**config.mk**
```make
export PLATFORM = sky130hd
export DESIGN_NAME = adam_mem_ctrl
export DESIGN_NICKNAME = d
export VERILOG_FILES = /design/src/rtl/adam_mem_pkg.sv /design/src/rtl/adam_mem_ctrl.sv
export SDC_FILE = /design/constraint.sdc
export NUM_CORES = 1
export LEC_CHECK = 0
export ABC_AREA = 0
export BUFFER_PORTS_ARGS = -buffer_cell sky130_fd_sc_hd__clkbuf_2
export CORE_AREA = 2 2 88 90
export CTS_CLUSTER_DIAMETER = 200
export DETAILED_ROUTE_END_ITERATION = 12
export DIE_AREA = 0 0 90 92
export PLACE_DENSITY = 0.66
export RECOVER_POWER = 100
export SYNTH_ARGS = -nofsm -noshare
export SYNTH_HDL_FRONTEND = slang
export SYNTH_SLANG_ARGS = --single-unit
```
**constraint.sdc**
```tcl
create_clock -name clk -period 2.18 [get_ports clk]
set_clock_uncertainty 0.1 [all_clocks]
set_input_delay 0.218 -clock clk [delete_from_list [all_inputs] [get_ports clk]]
set_output_delay 0.218 -clock clk [all_outputs]
set_load 0.03 [all_outputs]
```
**src/rtl/adam_mem_pkg.sv**
```systemverilog
// adam_mem_pkg: shared FSM states and AXI response codes for the memory controller
package adam_mem_pkg;
  typedef enum logic [2:0] {PAUSED, IDLE, READ_WAIT, READ_RESP, WRITE_RESP} state_e;
  localparam logic [1:0] RESP_OKAY = 2'b00;
  localparam logic [1:0] RESP_SLVERR = 2'b10;
endpackage

```
**src/rtl/adam_mem_ctrl.sv**
```systemverilog
// adam_mem_ctrl: AXI-Lite slave to single-port SRAM bridge with pause handshake
module adam_mem_ctrl
  import adam_mem_pkg::*;
#(
  parameter int ADDR_WIDTH = 32,
  parameter int DATA_WIDTH = 32,
  parameter int MEM_SIZE = 4096
) (
  input  logic                            clk,
  input  logic                            rst,
  input  logic                            pause_req,
  output logic                            pause_ack,
  input  logic [ADDR_WIDTH-1:0]           awaddr,
  input  logic                            awvalid,
  output logic                            awready,
  input  logic [DATA_WIDTH-1:0]           wdata,
  input  logic [DATA_WIDTH/8-1:0]         wstrb,
  input  logic                            wvalid,
  output logic                            wready,
  output logic [1:0]                      bresp,
  output logic                            bvalid,
  input  logic                            bready,
  input  logic [ADDR_WIDTH-1:0]           araddr,
  input  logic                            arvalid,
  output logic                            arready,
  output logic [DATA_WIDTH-1:0]           rdata,
  output logic [1:0]                      rresp,
  output logic                            rvalid,
  input  logic                            rready,
  output logic                            mem_req,
  output logic                            mem_we,
  output logic [$clog2(MEM_SIZE)-3:0]     mem_addr,
  output logic [DATA_WIDTH/8-1:0]         mem_be,
  output logic [DATA_WIDTH-1:0]           mem_wdata,
  input  logic [DATA_WIDTH-1:0]           mem_rdata
);
  localparam int MW = $clog2(MEM_SIZE);
  state_e state, state_nx;
  logic last_wr, wr_ok, rd_ok, go, sel_wr, sel_rd, done;
  assign wr_ok = awaddr < ADDR_WIDTH'(MEM_SIZE);
  assign rd_ok = araddr < ADDR_WIDTH'(MEM_SIZE);
  assign go = state == IDLE && !pause_req;
  // A pending read wins only when the last served transaction was a write
  assign sel_wr = go && awvalid && wvalid && !(arvalid && last_wr);
  assign sel_rd = go && arvalid && !sel_wr;
  assign awready = sel_wr;
  assign wready = sel_wr;
  assign arready = sel_rd;
  assign mem_req = !rst && (sel_wr ? wr_ok : sel_rd && rd_ok);
  assign mem_we = sel_wr;
  assign mem_addr = sel_wr ? awaddr[MW-1:2] : araddr[MW-1:2];
  assign mem_be = sel_wr ? wstrb : '1;
  assign mem_wdata = wdata;
  assign bvalid = state == WRITE_RESP;
  assign rvalid = state == READ_RESP;
  assign pause_ack = state == PAUSED;
  assign done = (bvalid && bready) || (rvalid && rready);
  always_comb begin
    state_nx = state;
    unique case (state)
      PAUSED:                 state_nx = pause_req ? PAUSED : IDLE;
      IDLE:                   state_nx = pause_req ? PAUSED : sel_wr ? WRITE_RESP : sel_rd ? READ_WAIT : IDLE;
      READ_WAIT:              state_nx = READ_RESP;
      READ_RESP, WRITE_RESP:  state_nx = !done ? state : pause_req ? PAUSED : IDLE;
      default:                state_nx = PAUSED;
    endcase
  end
  always_ff @(posedge clk) begin
    if (rst) begin
      state <= PAUSED;
      last_wr <= 1'b0;
      bresp <= RESP_OKAY;
      rresp <= RESP_OKAY;
      rdata <= '0;
    end else begin
      state <= state_nx;
      if (sel_wr) begin
        last_wr <= 1'b1;
        bresp <= wr_ok ? RESP_OKAY : RESP_SLVERR;
      end
      if (sel_rd) begin
        last_wr <= 1'b0;
        rresp <= rd_ok ? RESP_OKAY : RESP_SLVERR;
      end
      // SRAM data is valid only in the cycle after the read strobe
      if (state == READ_WAIT) rdata <= rresp == RESP_OKAY ? mem_rdata : '0;
    end
  end
endmodule

```
==> flow_summary.toml, run 1 <==
[outcome]
outcome = "finished clean"

[power]
pwr-share-clk_pct = 33.2
p_int_mw = 1.088
netSwitchingFraction_pct = 26.46
cellLeakagePower_nw = 1.245
power.share.sequential_pct = 48.4
p_per_area_nw_per_um2 = 516.8
max-vdd-ir-drop_mv = 0.2167
combPwrFrac_pct = 18.4
p_sw_mw = 0.3913
power_mw = 1.479

[grt]
grt_max_degree = 24
grt_first_pass_wirelength_um = 10130
grtUsageTotal_pct = 15.06
grt_pass1_vias = 2184
antenna_found_initial = 0
grt_overflow = 0

[timing]
timing.final.max_slew_violations = 0
slew_headroom_pct = 64.13
setup_viol = 0
min_period_ns = 2.125
worstMarginPinSlew_ns = 0.5373
hold_viol_final = 0
fmax_mhz = 470.6
whs_ns = 0.07680
post-route-period-util_pct = 97.47
rsz0062_at_grt = "true"

[yosys]
yosysSeqAreaShare_pct = 37.01
ys_types = 29
synth-async-reset-ratio_pct = 0
ys_ff_latch = 38
synth_edf_count = 0
synthFlopType = "dfxtp_1"
syn_inst = 247
syn_avg_cell_area_um2 = 8.323
syn_area_um2 = 2056
yosys_warnings = 0

[finish]
fin_area_um2 = 2861
diodes = 0
instances_no_fill = 478
finalNetCount = 515
fin_util_pct = 38.42
drive_above_1_share_pct = 44.15
syn_to_final_growth_pct = 39.20

[detailed_routing]
wirelength_um = 6397
routedWlPerCell_um = 13.38
drtIter0Drc = 56
vias = 2192
drc_errors = 0
vias_per_cell = 4.586
dr.pass1.iters = 4
postRouteAntennaNets = 0

[setup_path]
crit_required_ns = 1.86
crit_path_max_fanout = 2
startpoint_type = "flop"
reg2regPathDepth = 6
r2r_slack_ns = 0.59
cp.arrival_ns = 1.81
reg2reg_to = "rdata[13]"
r2r_start = "state[2]"
cp-end-kind = "output port"
crit_type = "flop to output port"

[place]
io_buffers = 159
place_congestion = 0.8552
dp_cells = 468
placed_cell_area_um2 = 2729
dpl.hpwl_um = 5070

[floorplan]
dieArea_um2 = 8280
die_w_um = 90
chipHeight_um = 92
core-area_um2 = 7447
initial_utilization_pct = 27.60
rows = 32
ioPinCount = 230

[cts]
clk_latency_ns = 0.28
cts_made_buffers = 5
cts-hold-fix-buffers = 0
cts.sinks = 38
cts_root_buf = "clkbuf_8"
ctsLongestPathBuffers = 2
htree_levels = 2
cts_tree = "done"
clk_pin_slew_ns = 0.08

[min_path]
min_path_type = "input port to flop"
min_path_cells = 3
holdPathEnd = "rdata[7]"
worstHoldStart = "mem_rdata[7]"

[run]
cap_violations = 0
stage by stage:
stage	worst slack [ns]	TNS, ns
4_1_cts	0.008858	0
6_report	0.05519	0
2_1_floorplan	0.02764	0
3_5_place_dp	0.1444	0
3_3_place_gp	0.1539	0
5_1_grt	-0.01591	-0.01591
power by group through the flow:
stage | logic (mW) | registers, mW | clock network, mW
after floorplan | 0.220 | 0.751 | 0
after global placement | 0.264 | 0.732 | 0
after detailed placement | 0.268 | 0.732 | 0
after CTS | 0.277 | 0.716 | 0.519
after global routing | 0.294 | 0.718 | 0.547
final | 0.272 | 0.716 | 0.491
synthesized netlist by cell type (2+ instances only):
cell | number | area share, %
and2_1 | 2 | 0.61
inv_1 | 4 | 0.73
or4_1 | 2 | 0.73
a21oi_1 | 35 | 8.5
o211a_1 | 2 | 0.97
nand3b_1 | 32 | 12
nor2b_1 | 2 | 0.61
dfxtp_1 | 38 | 37
buf_4 | 36 | 13
and3b_1 | 2 | 0.85
clkbuf_1 | 11 | 2.0
nand2b_1 | 2 | 0.61
mux2_2 | 10 | 5.5
or2_2 | 4 | 1.2
a221oi_1 | 2 | 0.85
nand2_1 | 37 | 6.8
buf_2 | 4 | 0.97
nor4_1 | 9 | 2.7
nor2_1 | 3 | 0.55
layout by cell type (no fill, tap or decap), drive strengths merged:
| master | count |
|---|---|
| clkbuf | 167 |
| dfxtp | 38 |
| nand2 | 37 |
| a21oi | 35 |
| nand3b | 32 |
| buf | 11 |
| mux2 | 10 |
| nor4 | 9 |
| inv | 4 |
| or2 | 4 |
| nor2 | 3 |
| and3b | 2 |
| and2 | 2 |
| nand2b | 2 |
| a221oi | 2 |
| o211a | 2 |
| conb | 2 |
| nor2b | 2 |
| nand4 | 2 |
| or4 | 2 |
| nor4b | 1 |
| nor3 | 1 |
| nand3 | 1 |
| or3 | 1 |
| o22ai | 1 |
| o21ai | 1 |
| a22oi | 1 |
| clkinv | 1 |
logic make-up (layout without fill, tap and decap cells):
logic type,Yosys count,count (layout),synth area share (%)
compound gates,42,42,11.26
buf+inv,55,183,16.86
flops,38,38,37.01
mux,10,10,5.478
other cells,1,2,0.1824
simple gates,101,101,29.21
worst max path at each step:
stage / from / to / slack (ns) / cells past startpoint
floorplan: state[2] / mem_req / 0.03 / 4
global placement: state[1] / mem_req / 0.15 / 5
detailed placement: state[1] / mem_req / 0.14 / 5
CTS: state[2] / mem_be[1] / 0.009 / 6
global route: state[2] / mem_req / -0.02 / 6
finish: state[2] / mem_req / 0.06 / 6
worst max-delay path: stages (launching register included):
cell and delay [ns]:
dfxtp_2 0.34, nor4b_4 0.29, buf_4 0.18, nand4_4 0.07
or3_4 0.35, a21oi_2 0.13, clkbuf_8 0.17
repair_timing:
item | in CTS | in global routing
resized for setup | 21 | 2
setup buffers | 2 | 0
pin swaps | 6 | 2
endpoints found under the setup margin | 15 | 15
hold endpoints to repair | 0 | 0
state kept, by name, indices dropped and copies added (netlist names):
signal   flops
last_wr      1
state        3
bresp        1
rdata       32
rresp        1
metal layers:
layer	vias to the layer above	routed length (um)	global-route usage, %
met2	129	3501	29.89
met4	0	54	5.513
met3	12	536	4.108
met5	-	0	0
li1	1067	-	-
met1	984	2305	14.79
cell type report:
class,count,area (um^2)
fill,816,4586
multi-input combinational,155,975.9
timing repair buffer,171,888.4
sequential,38,763.2
tap,102,127.6
clock buffer,7,86.33
inverter,4,15.01
clock inverter,1,5.005
Power figures use the tool's default switching activity.
==> run 2, diff against run 1 <==
--- a/config.mk
+++ b/config.mk
@@ -9,4 +9,5 @@
 export BUFFER_PORTS_ARGS = -buffer_cell sky130_fd_sc_hd__clkbuf_2
 export CORE_AREA = 2 2 88 90
+export CTS_BUF_LIST = sky130_fd_sc_hd__clkbuf_16
 export CTS_CLUSTER_DIAMETER = 200
 export DETAILED_ROUTE_END_ITERATION = 12
==> constraint.sdc (replaced) <==
create_clock -name clk -period 2.18 [get_ports clk]
set_clock_uncertainty 0.1 [all_clocks]
set_input_delay 0.436 -clock clk [delete_from_list [all_inputs] [get_ports clk]]
set_output_delay 0.436 -clock clk [all_outputs]
set_load 0.03 [all_outputs]
==> flow_summary.toml, run 2 (synthesized netlist as in run 1, its figures left out) <==
[outcome]
outcome = "complete, but fails checks"
violations = "setup timing"

[timing]
min_period_ns = 2.436
rsz0062_at_grt = "true"
fmax_mhz = 410.5
hold_viol_final = 0
setup_viol = 18
slew_headroom_pct = 48.00
layout_setup_ws_ns = -0.2563
whs_ns = 0.3028
worstMarginPinSlew_ns = 0.7801
timing.final.max_slew_violations = 0
post-route-period-util_pct = 111.8

[power]
p_sw_mw = 0.4407
p_int_mw = 1.277
netSwitchingFraction_pct = 25.66
cellLeakagePower_nw = 1.365
p_per_area_nw_per_um2 = 543.5
combPwrFrac_pct = 18.1
pwr-share-clk_pct = 40.3
max-vdd-ir-drop_mv = 0.2305
power.share.sequential_pct = 41.6

[cts]
cts_tree = "done"
cts-hold-fix-buffers = 0
clk_pin_slew_ns = 0.06
cts_made_buffers = 5
cts.sinks = 38
clk_latency_ns = 0.28
cts_root_buf = "clkbuf_16"
ctsLongestPathBuffers = 2
htree_levels = 2

[floorplan]
rows = 32
die_w_um = 90
ioPinCount = 230
core-area_um2 = 7447
chipHeight_um = 92
initial_utilization_pct = 27.60
dieArea_um2 = 8280

[finish]
regMostFlops = "rdata"
reg_top3 = "rdata (32), state (3)"
drive_above_1_share_pct = 44.79
syn_to_final_growth_pct = 53.74
largest_register_ffs = 32
final_cell_mix = "106 x clkbuf_2, 37 x nand2_1, 37 x dfxtp_1, 36 x clkbuf_1, 34 x a21oi_1"
instances_no_fill = 486
fin_area_um2 = 3161
diodes = 0
final_common_cell = "clkbuf_2"
finalNetCount = 523

[detailed_routing]
postRouteAntennaNets = 0
dr.pass1.iters = 4
vias = 2250
vias_per_cell = 4.630
drc_errors = 0
routedWlPerCell_um = 13.60
wirelength_um = 6610
drtIter0Drc = 26

[grt]
grtUsageTotal_pct = 15.14
antenna_found_initial = 0
grt_first_pass_wirelength_um = 10090
grt_overflow = 0
grt_max_degree = 37
grt_pass1_vias = 2105

[place]
dp_cells = 471
placed_cell_area_um2 = 2771
place_congestion = 0.8408
io_buffers = 159
dpl.hpwl_um = 4788

[min_path]
min_path_type = "input port to flop"

[setup_path]
startpoint_type = "input port"
cp-end-kind = "output port"
crit_required_ns = 1.64
crit_path_max_fanout = 2
cp.arrival_ns = 1.90
crit_type = "input port to output port"

[run]
cap_violations = 0
[run 2: final cells by class]
class                   instances  area, um^2
clock inverters                 3       16.27
fillers                       764        4287
clock buffers                   5       125.1
multi-input cells             155       997.2
repair buffers                179        1110
well taps                     102       127.6
inverters                       4       22.52
flip-flops and latches         38       762.0
[run 2: timing repair]
item / CTS / global route
pin swaps: 4 / 4
endpoints found under the setup margin: 18 / 18
gates resized for setup: 50 / 21
cloned: 1 / 0
setup buffers: 5 / 1
[run 2: layer usage]
metal / GRT usage [%] / vias up / routed length, um
met2: 29.07 / 134 / 3486
li1: - / 1084 / -
met4: 4.487 / 0 / 112
met1: 15.98 / 1017 / 2479
met3: 4.273 / 15 / 531
met5: 0 / - / 0
[run 2: power by group through the flow]
stage               Combinational (mW)  Sequential [mW]  Clock [mW]
floorplan                        0.220            0.751           0
global placement                 0.269            0.729           0
detailed placement               0.273            0.729           0
CTS                              0.305            0.714       0.717
global route                     0.335            0.715       0.755
finish                           0.311            0.714       0.693
[run 2: worst paths after layout]
check,start,end,slack (ns),cells past startpoint
worst max-delay path,araddr[14],mem_req,-0.26,5
worst min-delay path,mem_rdata[1],rdata[1],0.30,3
worst max register to register,state[1],rdata[23],0.20,6
worst min register to register,rdata[1],rdata[1],0.35,2
[run 2: worst max-delay path, cell delays in order]
cell and delay [ns]:
clkbuf_2 0.08, or4_1 0.52, or4_4 0.57, a21oi_4 0.16
buf_8 0.14
[run 2: through the flow]
step                total power [mW]  TNS [ns]  util [%]  worst slack [ns]
floorplan                     0.9716         0         -         0.0004162
global placement              0.9975   -0.4021     37.21           -0.2384
detailed placement             1.002   -0.7898     37.21           -0.2655
CTS                            1.736    -3.285     42.62           -0.2806
global route                   1.805    -4.836     42.44           -0.3166
finish                         1.718    -3.408     42.44           -0.2563
==> run 3, diff against run 2 <==
- CELL_PAD_IN_SITES_DETAIL_PLACEMENT: default -> 0
- CELL_PAD_IN_SITES_GLOBAL_PLACEMENT: default -> 1
- CORE_AREA: 2 2 88 90 -> default
- CORE_UTILIZATION: default -> 21
- DIE_AREA: 0 0 90 92 -> default
- PLACE_DENSITY: 0.66 -> 0.76
- TNS_END_PERCENT: default -> 10
==> flow_summary.toml, run 3 (synthesized netlist as in run 1, its figures left out) <==
[floorplan]
die_w_um = 100.9
dieArea_um2 = 10190
chipHeight_um = 100.9
core-area_um2 = 9371
ioPinCount = 230
initial_utilization_pct = 21.94
rows = 35

[setup_path]
path_cells = "clkbuf_2 -> or4_4 -> or4_4 -> a21oi_4 -> buf_8"
crit_path_max_fanout = 2
crit_buf_inv = 2
crit_required_ns = 1.64
critical_path.top_delay_family = "simple AND/OR/NAND/NOR gates"
cp_slowest_cell = "or4_4"
startpoint_type = "input port"
critPathMostFrequentCell = "or4_4"
cp.arrival_ns = 1.93
slowest_delay_ns = 0.57
cp-end-kind = "output port"
crit_type = "input port to output port"
r2r_slack_ns = 0.24

[grt]
grtUsageTotal_pct = 12.24
grt_overflow = 0
antenna_found_initial = 0
grt_first_pass_wirelength_um = 9680
grt_pass1_vias = 2062
grt_max_degree = 37

[timing]
slew_headroom_pct = 48.80
min_period_ns = 2.470
whs_ns = 0.3062
rsz0062_at_grt = "true"
timing.final.max_slew_violations = 0
hold_viol_final = 0
layout_setup_ws_ns = -0.2896
worstMarginPinSlew_ns = 0.7680
fmax_mhz = 404.9
setup_viol = 15
post-route-period-util_pct = 113.3

[power]
cellLeakagePower_nw = 1.269
max-vdd-ir-drop_mv = 0.2293
netSwitchingFraction_pct = 25.62
power_mw = 1.680
power.share.sequential_pct = 42.6
p_int_mw = 1.250
combPwrFrac_pct = 16.4
pwr-share-clk_pct = 41.0
p_sw_mw = 0.4304
p_per_area_nw_per_um2 = 564.7

[cts]
cts_made_buffers = 5
cts-hold-fix-buffers = 0
htree_levels = 2
cts.sinks = 38
ctsLongestPathBuffers = 2
clk_latency_ns = 0.28
clk_pin_slew_ns = 0.06
cts_tree = "done"
cts_root_buf = "clkbuf_16"

[finish]
finalNetCount = 519
drive_above_1_share_pct = 44.06
syn_to_final_growth_pct = 44.74
diodes = 0
fin_util_pct = 31.75
instances_no_fill = 508
regMostFlops = "rdata"
largest_register_ffs = 32
final_common_cell = "clkbuf_2"
final_cell_mix = "106 x clkbuf_2, 38 x clkbuf_1, 37 x nand2_1, 37 x dfxtp_1, 34 x a21oi_1"
reg_top3 = "rdata (32), state (3)"

[detailed_routing]
dr.pass1.iters = 4
postRouteAntennaNets = 0
vias = 2196
routedWlPerCell_um = 12.59
wirelength_um = 6397
met1_length_um = 2490
top_layer_used = "met4"
routed-wl-met2_um = 3310
met3WireLength_um = 547
drtIter0Drc = 42
vias_per_cell = 4.323
drc_errors = 0

[outcome]
violations = "setup timing"
outcome = "complete, but fails checks"

[min_path]
min_path_type = "input port to flop"

[place]
io_buffers = 159
place_congestion = 0.8926
dp_cells = 500
dpl.hpwl_um = 4964

[run]
cap_violations = 0
## run 3: cell types whose count changed in the layout (fill, tap and decap cells not counted), sizes merged
| cell | previous run | this run |
|---|---|---|
| buf | 35 | 14 |
| clkbuf | 149 | 166 |
| clkinvlp | 1 | 0 |
## run 3: cell type report
cell class,instances,area (um^2)
clock inverter,2,10.01
sequential,38,762.0
tap,129,161.4
timing repair buffer,175,924.6
clock buffer,5,125.1
inverter,4,15.01
multi-input combinational,155,977.2
fill,1059,6396
## run 3: worst paths after layout
path,cells past startpoint,endpoint,from
min,3,rdata[15],mem_rdata[15]
max,5,mem_req,araddr[13]
max reg2reg,6,rdata[26],state[1]
min reg2reg,2,rdata[21],rdata[21]
## run 3: worst register-to-register path, cell delays in order (launching register included)
cell      delay (ns)
dfxtp_2         0.35
buf_4           0.13
nor2b_1         0.26
nor2b_1         0.22
clkbuf_1        0.49
nand3b_1        0.14
a21oi_1         0.16
## run 3: metal layers
layer,global-route usage (%),up-vias
met5,0,-
met4,3.679,0
met3,3.398,7
met2,23.97,125
met1,12.46,987
li1,-,1077
## run 3: repair_timing
item                                    4_1_cts  5_1_grt
buffers inserted                              0        1
pin swaps                                     2        6
endpoints found under the setup margin       18       18
endpoints found under the hold margin         0        0
resized for setup                            20       11
## run 3: stage by stage
step	area, um^2	setup slack [ns]	TNS (ns)
global placement	2820	-0.2461	-1.171
detailed placement	2820	-0.2394	-1.098
CTS	3008	-0.2800	-2.738
finish	2975	-0.2896	-2.571
global route	2975	-0.3201	-4.455
floorplan	2079	0.0004162	0
## run 3: power groups by stage
stage | Sequential (mW) | Combinational [mW] | Clock [mW]
finish | 0.716 | 0.276 | 0.688
global route | 0.718 | 0.300 | 0.752
CTS | 0.716 | 0.280 | 0.722
detailed placement | 0.731 | 0.273 | 0
global placement | 0.731 | 0.270 | 0
floorplan | 0.751 | 0.220 | 0
